--- config.mk ---
export PLATFORM = sky130hd
export DESIGN_NAME = mux_scan_sequencer
export DESIGN_NICKNAME = d
export VERILOG_FILES = /design/src/rtl/mux_scan_sequencer.sv
export SDC_FILE = /design/constraint.sdc
export NUM_CORES = 1
export LEC_CHECK = 0
export ABC_CLOCK_PERIOD_IN_PS = 2000
export CORE_MARGIN = 8
export CORE_UTILIZATION = 40
export CTS_CLUSTER_SIZE = 12
export DETAILED_ROUTE_END_ITERATION = 10
export HOLD_SLACK_MARGIN = 0.12
export PLACE_DENSITY_LB_ADDON = 0.2
export SYNTH_ARGS = -nofsm -noshare
export SYNTH_HDL_FRONTEND = slang
export SYNTH_SLANG_ARGS = --single-unit
export TNS_END_PERCENT = 100
--- constraint.sdc ---
create_clock -name clk -period 2 [get_ports clk]
set_input_delay 0.4 -clock clk [delete_from_list [all_inputs] [get_ports clk]]
set_output_delay 0.4 -clock clk [all_outputs]
set_load 0.1 [all_outputs]
--- src/rtl/mux_scan_sequencer.sv ---
`default_nettype none
// ============================================================================
//  Module      : mux_scan_sequencer
//  Description : Control stage for an 8:1 mux (74151 style). Latches a word
//                onto I7..I0, walks select C,B,A over all eight indices,
//                samples Z back into a capture word and flags mismatches.
//                Optional parity compare: define MUX_SCAN_PARITY_EN.
//  Revision    : 1.0 - initial release
// ============================================================================
module mux_scan_sequencer #(
    parameter int SETTLE   = 2,
    parameter bit START_UP = 1'b1
) (
    input  logic       clk,
    input  logic       rst_n,
    input  logic       start,
    input  logic       abort,
    input  logic       dir,
    input  logic       continuous,
    input  logic [7:0] data_in,
    input  logic       z_in,
    output logic [7:0] i_out,
    output logic       sel_c,
    output logic       sel_b,
    output logic       sel_a,
    output logic       strobe,
    output logic       busy,
    output logic       done,
    output logic [7:0] cap_word,
    output logic       mismatch,
    output logic       parity_err
);

    typedef enum logic [1:0] {
        ST_IDLE = 2'd0,
        ST_SCAN = 2'd1,
        ST_DONE = 2'd2
    } state_t;

    // Last settle count before sampling, and the idle/reset select index.
    localparam logic [3:0] c_LAST_CNT = 4'(SETTLE - 1);
    localparam logic [2:0] c_IDLE_IDX = START_UP ? 3'd0 : 3'd7;

    state_t     r_state;
    logic [2:0] r_idx;
    logic [3:0] r_cnt;
    logic       r_dir;
    logic [7:0] r_iout;
    logic [7:0] r_cap;
    logic       r_mismatch;

    logic       w_sample;
    logic [2:0] w_last_idx;

    // Sample point: end of the settle window for the current index.
    assign w_sample   = (r_state == ST_SCAN) && (r_cnt == c_LAST_CNT) && !abort;
    assign w_last_idx = r_dir ? 3'd0 : 3'd7;

    // Frame sequencer: latches data, steps select, captures Z, checks result.
    always_ff @(posedge clk or negedge rst_n) begin
        if (!rst_n) begin
            r_state    <= ST_IDLE;
            r_idx      <= c_IDLE_IDX;
            r_cnt      <= 4'd0;
            r_dir      <= 1'b0;
            r_iout     <= 8'd0;
            r_cap      <= 8'd0;
            r_mismatch <= 1'b0;
        end else begin
            case (r_state)
                ST_IDLE: begin
                    // start wins over abort while idle
                    if (start) begin
                        r_iout  <= data_in;
                        r_dir   <= dir;
                        r_idx   <= dir ? 3'd7 : 3'd0;
                        r_cnt   <= 4'd0;
                        r_state <= ST_SCAN;
                    end
                end
                ST_SCAN: begin
                    if (abort) begin
                        r_idx   <= c_IDLE_IDX;
                        r_state <= ST_IDLE;
                    end else if (w_sample) begin
                        r_cap[r_idx] <= z_in;
                        if (r_idx == w_last_idx) begin
                            r_state <= ST_DONE;
                        end else begin
                            r_idx <= r_dir ? (r_idx - 3'd1) : (r_idx + 3'd1);
                            r_cnt <= 4'd0;
                        end
                    end else begin
                        r_cnt <= r_cnt + 4'd1;
                    end
                end
                ST_DONE: begin
                    if (abort) begin
                        r_idx   <= c_IDLE_IDX;
                        r_state <= ST_IDLE;
                    end else begin
                        // cap_word already holds the final sample here
                        r_mismatch <= (r_cap != r_iout);
                        if (continuous) begin
                            r_iout  <= data_in;
                            r_dir   <= dir;
                            r_idx   <= dir ? 3'd7 : 3'd0;
                            r_cnt   <= 4'd0;
                            r_state <= ST_SCAN;
                        end else begin
                            r_idx   <= c_IDLE_IDX;
                            r_state <= ST_IDLE;
                        end
                    end
                end
                default: begin
                    r_idx   <= c_IDLE_IDX;
                    r_state <= ST_IDLE;
                end
            endcase
        end
    end

`ifdef MUX_SCAN_PARITY_EN
    logic r_parity;

    // Parity difference between captured and driven word, updated with mismatch.
    always_ff @(posedge clk or negedge rst_n) begin
        if (!rst_n) begin
            r_parity <= 1'b0;
        end else if ((r_state == ST_DONE) && !abort) begin
            r_parity <= (^r_cap) ^ (^r_iout);
        end
    end

    assign parity_err = r_parity;
`else
    assign parity_err = 1'b0;
`endif

    assign i_out    = r_iout;
    assign {sel_c, sel_b, sel_a} = r_idx;
    assign strobe   = w_sample;
    assign busy     = (r_state == ST_SCAN);
    assign done     = (r_state == ST_DONE) && !abort;
    assign cap_word = r_cap;
    assign mismatch = r_mismatch;

endmodule
`default_nettype wire

# After elaboration in Yosys (flattened, before gate mapping)
# Cells that the tools add are included.
# Widths: inputs -> output; s select.
# totals
register_bits	27
inputBits	15
out_inout_bits	24
word_cells	75
# classes
addsub	3
magnitude_cmp	2
eq_ne	13
muxes	35
bitwise	1
n_reduce_logical	14
# ops
operator	n
$mux 3	9
$mux 4	6
$mux 8	3
$pmux 8 s2	1
$pmux 4 s3	1
$ne 3x3->1 const B	3
$pmux 3 s3	1
$reduce_and 3->1	3
$bwmux 8	1
$mux 2	4
$ne 2x2->1 const B	4
$ne 8x8->1	1
$mux 1	6
$pmux 2 s3	1
$reduce_and 6->1	1
$add 4x1->4 const B	1
$eq 4x1->1 const B	1
$logic_and 1x1->1	4
$lt 3x4->1 const B	1
$reduce_and 4->1	1
$add 3x1->3 const B	1
$demux 1 s3	1
$eq 3x3->1	1
$ge 3x1->1 const B	1
other kinds (11)	11

# Longest topological paths before layout
# depth
ltp_word	6
mapped_depth	6

# Worst setup path after synthesis
# OpenSTA, ideal clock, no wires.
# synth_timing
path_type	register -> register
start	register r_state[0]
end	register r_mismatch, in the netlist mismatch
setup_ns	0.266
arrival_ns	2.944
required_ns	1.734
setup_slack_ns	-1.211
path_stages_with_launch	4
synth_period_minus_slack_ns	3.211
path_cell_list	dfrtp_1 > buf_4 > nor3b_1 > a31oi_1
# synth_via
elab_chain_cells	2
# synth_rtl
item	line	rtl
from (decl)	44	state_t r_state;
from (signal assigned)	62	r_state <= ST_IDLE;
from (signal assigned)	78	r_state <= ST_SCAN;
from (signal assigned)	84	r_state <= ST_IDLE;
$eq 2x2->1	70	case (r_state)
$reduce_and 2->1 (no source line)	-	
to (signal assigned)	103	r_mismatch <= (r_cap != r_iout);
to (decl)	50	logic r_mismatch;
# No other way between the ends.
# A chain may end at the register's enable or synchronous reset.

# Worst setup path in the final report
# layout_timing
start	register r_cnt[1]
end	output port strobe
# layout_via
elab_chain_cells	3
# layout_rtl
item	line	rtl
from (decl)	46	logic [3:0] r_cnt;
from (signal assigned)	94	r_cnt <= r_cnt + 4'd1;
$eq 4x1->1	56	assign w_sample = (r_state == ST_SCAN) && (r_cnt == c_LAST_CNT) && !abort;
$logic_and 1x1->1 (2 in series)	56	
to (decl)	26	output logic strobe,
# No other way between the ends.

==> flow_metrics.tcl <==
set metrics [dict create \
    drtAntennaViolNets 0 \
    fin_nets 207 \
    place_area_mm2 0.00204 \
    grt_pass1_vias 1285 \
    fillerInstances 306 \
    rows 22 \
    antenna_cells 0 \
    slew_violations 0 \
    worstPathArrival_ns 1.69 \
    cts_buffer_depth 2 \
    multi_input_area_um2 815 \
    status "complete, but fails checks" \
    ff2ff_path_depth 6 \
    fp.dieArea_mm2 0.00586 \
    clock_sinks 27 \
    finalSetupViolations 3 \
    routed_via_density 4.99 \
    cts-root-buf "clkbuf_8" \
    grt_pass1_wl_um 5950 \
    ff2ff_setup_slack_ns -0.03 \
    yosys_warnings 0 \
    die_y_um 76.6 \
    numCtsBuffers 3 \
    fmax_ghz 0.479 \
    hold_viol_final 0 \
    syn_avg_cell_area_um2 11.3 \
    fin_crit_ns 2.09 \
    final_cell_mix "buf_4, dfrtp_1, mux2_2" \
    syn-num-nets 149 \
    fin_hold_ws_ns 0.493 \
    drc 0 \
    coreArea_mm2 0.00361 \
    min_path_type "input pin to asynchronous set/reset pin" \
    critPathRequiredTime_ns 1.60 \
    postRouteWirelength_um 3560 \
    io_buffers 37 \
    overflow 0 \
    yosysSeqAreaShare 0.460 \
    grt_util_all_layers 0.120 \
    ioPinCount 39 \
    async_reset_ff_frac 1.00 \
    wl_per_cell_um 15.1 \
    worst_slack_ns -0.0887 \
    antenna_found_initial 0 \
    cts_hold_buffers 0 \
    drtIter0Drc 54 \
    synthCells 130 \
    gp_congestion 0.775 \
    crit_path_end_kind "output port" \
    syn_area_mm2 0.00147 \
    synth.distinct_cells 40 \
    hpwl_um 2790 \
    crit_path_max_fanout 2 \
    rsz0062_at_grt "yes" \
    startpoint_type "register" \
    clk_pin_slew_ns 0.10 \
    violations "negative setup slack" \
    vias 1173 \
    grt_max_degree 28 \
    clock_skew_ns 0.00512 \
    cts_tree "done" \
    crit_type "register to output port" \
    fin_tns_setup_ns -0.130 \
    die_w_um 76.6 \
    finalInstanceArea_mm2 0.00217 \
    finalCritPeriodShare 1.04 \
    final_layout_size_suffix_gt1_frac 0.439 \
    initial_utilization 0.407 \
    synthFlopType "dfrtp_1" \
    drv_cap 0 \
    ys_ff_latch 27 \
    h-tree-depth 1 \
    regArea_um2 678 \
    synthToLayoutAreaGrowth_pct 48.1 \
    layout_commonest_cell "buf_4" \
    drt_first_pass_iters 4 \
    synth_edf_count 0 \
    clk_latency_ns 0.27 \
]
-- synth_stat cells (all sizes together), types with 2 or more instances --
cell type	n	area [µm²]
dfrtp	27	676
mux2	18	203
nor2	8	30.0
xor2	8	70.1
a21oi	7	35.0
nand2	6	22.5
buf	5	36.3
nor3b	5	47.5
nand2b	4	25.0
ha	3	37.5
inv	3	11.3
mux2i	3	30.0
nor3	3	15.0
nor4	3	18.8
a22oi	2	15.0
and3	2	12.5
nand3b	2	15.0
nand4b	2	17.5
or3b	2	17.5
-- cells by family after synthesis --
group,synth area share
AO/OA/AOI/OAI,0.0674
XOR/XNOR,0.0537
adder cells (fa/ha/maj),0.0392
buffers and inverters,0.0349
flip-flops,0.460
multiplexers,0.159
other,0.00256
AND/OR/NAND/NOR,0.183
-- path summary, 6_finish.rpt --
check / end / startpoint
setup / recovery: strobe / r_cnt[1]
hold / removal: i_out[0] / rst_n
setup reg to reg: cap_word[4] / r_cnt[1]
hold reg to reg: r_cnt[3] / r_cnt[3]
max in group asynchronous: r_idx[1] / rst_n
min in group clk: r_cnt[3] / r_cnt[3]
-- state kept, by name, indices dropped and copies added (netlist names) --
register,cells
r_idx,3
r_dir,1
mismatch,1
r_cnt,4
r_state,2
cap_word,8
i_out,8
-- routing by layer --
metal	GRT usage	routed length, µm	vias to the layer above
met5	0	0	-
met1	0.141	1610	578
met3	0.0259	121	2
met2	0.213	1810	22
li1	-	-	571
met4	0.0346	19	0
-- layout make-up --
type	count	area share
multi-input combinational	94	0.375
sequential	27	0.312
timing repair buffer	59	0.258
tap	48	0.0276
clock buffer	3	0.0190
inverter	3	0.00518
clock inverter	1	0.00345
-- worst max-delay path: stages, from the launching register on --
cell and delay [ns]:
dfrtp_1 0.40, inv_2 0.09, ha_4 0.13, or3b_4 0.38, buf_6 0.13, nor2_4 0.11
buf_12 0.18
-- timing repair --
action / 4_1_cts / 5_1_grt
setup buffers: 3 / 1
endpoints found under the setup margin: 4 / 4
pin swaps: 3 / 1
resized for setup: 8 / 5
-- per-stage QoR --
step                      cells  utilization  setup WS [ns]
after floorplan             130            -        0.00903
after global placement      227        0.565         -0.309
after detailed placement    227        0.565         -0.360
after CTS                   234        0.594         -0.116
after global routing        235        0.603         -0.150
final                       235        0.603        -0.0887
Power is left out: the tool's default activity adds up to more than one toggle a clock period on the data nets, which glitch-free logic cannot reach.
==> RTL edit 1, RTL diff (same settings) <==
Add an input register stage for `start`, `dir`, `continuous`, `data_in` and `z_in`, without a reset; this delays them by one clock. The other inputs are not delayed to match.
--- a/src/rtl/mux_scan_sequencer.sv
+++ b/src/rtl/mux_scan_sequencer.sv
@@ -41,6 +41,20 @@
     localparam logic [3:0] c_LAST_CNT = 4'(SETTLE - 1);
     localparam logic [2:0] c_IDLE_IDX = START_UP ? 3'd0 : 3'd7;
 
+    logic start_q;
+    logic dir_q;
+    logic continuous_q;
+    logic [7:0] data_q;
+    logic z_q;
+
+    always_ff @(posedge clk) begin
+        start_q      <= start;
+        dir_q        <= dir;
+        continuous_q <= continuous;
+        data_q       <= data_in;
+        z_q          <= z_in;
+    end
+
     state_t     r_state;
     logic [2:0] r_idx;
     logic [3:0] r_cnt;
@@ -70,10 +84,10 @@
             case (r_state)
                 ST_IDLE: begin
                     // start wins over abort while idle
-                    if (start) begin
-                        r_iout  <= data_in;
-                        r_dir   <= dir;
-                        r_idx   <= dir ? 3'd7 : 3'd0;
+                    if (start_q) begin
+                        r_iout  <= data_q;
+                        r_dir   <= dir_q;
+                        r_idx   <= dir_q ? 3'd7 : 3'd0;
                         r_cnt   <= 4'd0;
                         r_state <= ST_SCAN;
                     end
@@ -83,7 +97,7 @@
                         r_idx   <= c_IDLE_IDX;
                         r_state <= ST_IDLE;
                     end else if (w_sample) begin
-                        r_cap[r_idx] <= z_in;
+                        r_cap[r_idx] <= z_q;
                         if (r_idx == w_last_idx) begin
                             r_state <= ST_DONE;
                         end else begin
@@ -101,10 +115,10 @@
                     end else begin
                         // cap_word already holds the final sample here
                         r_mismatch <= (r_cap != r_iout);
-                        if (continuous) begin
-                            r_iout  <= data_in;
-                            r_dir   <= dir;
-                            r_idx   <= dir ? 3'd7 : 3'd0;
+                        if (continuous_q) begin
+                            r_iout  <= data_q;
+                            r_dir   <= dir_q;
+                            r_idx   <= dir_q ? 3'd7 : 3'd0;
                             r_cnt   <= 4'd0;
                             r_state <= ST_SCAN;
                         end else begin
Function: changed (Yosys sat finds a counterexample within 4 cycles, from zero or initial values and one cycle with rst_n low).
==> RTL edit 1 against the unedited design <==
  * Final area increased by 11%
  * Maximum frequency rose by 6.4%
  * Non-clock buffer count shrank 7
  * Sequential cell count is 12 higher
  * Routed wire length up 6.0%
  * Area after synthesis grew 18%
  * Setup slack improved by 0.13 ns
Power is not shown: default switching activity piles up to over one toggle a cycle in this logic, so the estimate is an artifact.
==> RTL edit 1: results (changes against the unedited design) <==
----------------------------------------------------
[Cells and area]
  Final nets ... 212 (+2.4%)
  Area used by multi-input combinational logic ... 788 sq um (-3.2%)
  Antenna diodes ... 0 (unchanged)
  Share of final-layout standard cells stronger than drive strength 1 ... 0.371 (-0.0674)
  Count of filler cells inserted in the layout ... 351 (+15%)

[Outcome]
  Status ... finished, final reports clean

[Route]
  1st-pass router iterations ... 4 (unchanged)
  Routed WL ... 3.77 mm (+6.0%)
  Vias per std cell ... 5.16 (+3.4%)
  Drt initial violations ... 94 (+74%)

[Setup path]
  Longest individual stage delay on the worst path ... roughly 0.4 ns
  Slack of the worst reg-to-reg path ... 0.22 ns (+0.25 ns)
  Arr. time, crit path ... 1.56 ns (-0.13 ns)
  Worst-path cell with the longest stage delay ... dfrtp_1
  Max Fanout on Critical Path ... 2 (unchanged)

[GRT]
  Maximum number of pins on one net before global-route repair ... 28 (unchanged)
  Total track usage ... 0.125 (+0.00479)
  First-pass GRT wire length ... 6.34 mm (+6.5%)
  Vias in the first global route ... 1,320 (+2.7%)

[Logic synthesis]
  Async set or reset register ratio after synthesis ... 0.692 (-0.308)
  Top post-synthesis cells by count ... 27 x dfrtp_1, 12 x dfxtp_1, 10 x mux2_2, 10 x xor2_1
  Distinct cell type count after synthesis ... 41 (+2.5%)
  Biggest area contributors in the synthesized netlist ... dfrtp_1 39%, dfxtp_1 14%, mux2_2 6.5%
  Main synth FF type ... dfrtp_1
  Number of nets produced by synthesis ... 159 (+6.7%)
  Sequential fraction of the synthesis area ... 0.530 (+0.0697)

[Timing]
  Setup skew after layout ... 0.00638 ns (+0.00125 ns)
  Worst hold margin ... 0.459 ns (-0.0345 ns)
  Tmin final ... 1.96 ns (-0.125 ns)

[Placement]
  Setup slack at placement ... -0.118 ns (+0.242 ns)
  HPWL after detailed placement ... 2.79 mm (+0.25%)
  GPL Wtd Cong ... 0.780 (+0.63%)
  Buffers on Ports ... 37 (unchanged)

[Hold path]
  HP Class ... reg2reg

[Clocking]
  Post CTS Setup Buffer Count ... 4 (+1)
  Clock latency on the worst-skew pair ... 0.29 ns (+0.02 ns)
  Total CTS buffers ... 5 (+2)
  Clock-pin slew on the worst setup and hold paths ... 0.08 ns (-0.02 ns)
  Clock H-tree levels ... 2 (+1)
  Resized Gates After CTS ... 6 (-2)
  Clock buffer depth ... 2 (unchanged)

----------------------------------------------------
[RTL edit 1: layout make-up]
class | count | area share
clock inverter | 3 | 0.0192
sequential | 39 | 0.381
inverter | 3 | 0.00466
tap | 52 | 0.0269
clock buffer | 5 | 0.0285
timing repair buffer | 52 | 0.213
multi-input combinational | 92 | 0.326
[RTL edit 1: critical path: cells and delay by family, from the launching register on]
family                   cells  cell delay (ns)
AND/OR/NAND/NOR              2             0.51
flip-flops                   1             0.39
buffers and inverters        2             0.26
adder cells (fa/ha/maj)      1             0.12
[RTL edit 1: final timing paths]
path,startpoint,end,depth (start not counted)
max,r_cnt[1],strobe,5
max reg2reg,r_cnt[1],r_idx[2],7
max in group asynchronous,rst_n,r_idx[0],2
min in group asynchronous,rst_n,i_out[1],2
min reg2reg,data_q[1],i_out[1],1
min,data_q[1],i_out[1],1
[RTL edit 1: cell families after synthesis]
| family | Yosys count | synth area share |
|---|---|---|
| XOR/XNOR | 10 | 0.0507 |
| AND/OR/NAND/NOR | 42 | 0.160 |
| buffers and inverters | 9 | 0.0376 |
| adder cells (fa/ha/maj) | 4 | 0.0333 |
| AO/OA/AOI/OAI | 15 | 0.0579 |
| flip-flops | 39 | 0.530 |
| multiplexers | 20 | 0.128 |
| other | 1 | 0.00217 |
[RTL edit 1: layer usage]
layer,track usage,vias up,wire (microns)
met3,0.0481,6,248
met2,0.197,37,1830
met4,0.0544,0,56
met1,0.149,630,1640
met5,0,-,0
li1,-,597,-
[RTL edit 1: per-stage QoR]
| step | std cells | instance area, sq um |
|---|---|---|
| finish | 246 | 2410 |
| global route | 246 | 2410 |
| CTS | 245 | 2410 |
| detailed placement | 233 | 2240 |
| global placement | 233 | 2240 |
| floorplan | 140 | 1760 |
==> RTL edit 2, RTL diff (config.mk and constraints unchanged) <==
Made on the original files. Build with the macro `MUX_SCAN_PARITY_EN` defined.
--- a/src/rtl/mux_scan_sequencer.sv
+++ b/src/rtl/mux_scan_sequencer.sv
@@ -7,6 +7,8 @@
 //                Optional parity compare: define MUX_SCAN_PARITY_EN.
 //  Revision    : 1.0 - initial release
 // ============================================================================
+`define MUX_SCAN_PARITY_EN
+
 module mux_scan_sequencer #(
     parameter int SETTLE   = 2,
     parameter bit START_UP = 1'b1
Formal check against the unedited RTL: no difference found for any inputs over 10 cycles, from zero or initial values and one cycle with rst_n low; that may be too few to reach the edited logic, so the function may still have changed.
==> RTL edit 2 against the unedited design <==
  * Setup slack gained 0.17 ns
  * Area after synthesis increased by 1.2%
  * Hold slack lost 0.0022 ns
  * Final area fell by 0.98%
  * Sequential cell count increased by 1
  * First-iteration DRC count grew 61%
  * Routed wire length decreased by 0.65%
Power is not shown: default switching activity piles up to over one toggle a cycle in this logic, so the estimate is an artifact.
==> RTL edit 2: results (changes against the unedited design) <==
----------------------------------------------------
[Outcome]
  Status ... finished, final reports clean

[Route]
  Met2 routed wirelength ... 1.80 mm (-0.88%)
  Met1 WL ... 1.55 mm (-3.8%)
  Routed len/inst ... 15.2 microns (+0.64%)
  Met3 wire length ... 179 microns (+48%)
  Drt initial violations ... 87 (+61%)
  Total via count in the routed design ... 1,172 (-0.085%)

[Cells and area]
  Number of cells in the finished layout apart from fillers ... 232 (-1.3%)
  Final nets ... 204 (-1.4%)
  Register Area ... 706 sq um (+4.1%)
  Count of filler cells inserted in the layout ... 307 (+0.33%)
  Share of final-layout standard cells stronger than drive strength 1 ... 0.380 (-0.0581)

[Setup path]
  Arr. time, crit path ... 1.52 ns (-0.17 ns)
  FF-to-FF path depth ... 7 (+1)
  Top cell family by delay on the critical path ... flip-flops
  Slack of the worst reg-to-reg path ... 0.09 ns (+0.12 ns)

[GRT]
  Total track usage ... 0.119 (-0.00101)
  Maximum number of pins on one net before global-route repair ... 29 (+3.6%)

[Logic synthesis]
  Cells after Synth ... 133 (+2.3%)
  Sequential fraction of the synthesis area ... 0.472 (+0.0114)
  Biggest area contributors in the synthesized netlist ... dfrtp_1 47%, mux2_2 12%, xnor2_1 10%
  Distinct cell type count after synthesis ... 33 (-18%)

[Clocking]
  Total CTS buffers ... 3 (unchanged)
  Resized Gates After CTS ... 2 (-6)

[Placement]
  Buffers on Ports ... 38 (+2.7%)
  Placed cell areas ... 0.00205 sq mm (+0.49%)
  GPL Wtd Cong ... 0.755 (-2.6%)
  Setup slack at placement ... -0.122 ns (+0.238 ns)

[Timing]
  Setup skew after layout ... 0.00208 ns (-0.00304 ns)
  Worst hold margin ... 0.491 ns (-0.00216 ns)

----------------------------------------------------
## RTL edit 2: changes by cell type after synthesis, moves of 3 or more
cell     change
xor2_1       -8
nand4_1      +3
xnor2_1     +16
inv_1        +3
## RTL edit 2: layer usage
metal  global-route usage  vias to the layer above
li1                     -                      568
met1                0.144                      577
met2                0.200                       25
met3               0.0338                        2
met4               0.0346                        0
met5                    0                        -
## RTL edit 2: final cells by class
cell class                 instances  share of cell area
multi-input combinational         95               0.365
sequential                        28               0.328
timing repair buffer              51               0.234
tap                               48              0.0279
clock buffer                       3              0.0192
clock inverter                     1              0.0140
inverter                           6              0.0122
## RTL edit 2: logic make-up after synthesis
logic type / count (synthesis) / synth area share
DFF: 28 / 0.472
adders and majority gates: 4 / 0.0388
and+or+nand+nor: 38 / 0.156
buffers and inverters: 10 / 0.0253
xor gates and xnor gates: 17 / 0.100
muxes: 20 / 0.149
AOI/OAI and AO/OA: 16 / 0.0590
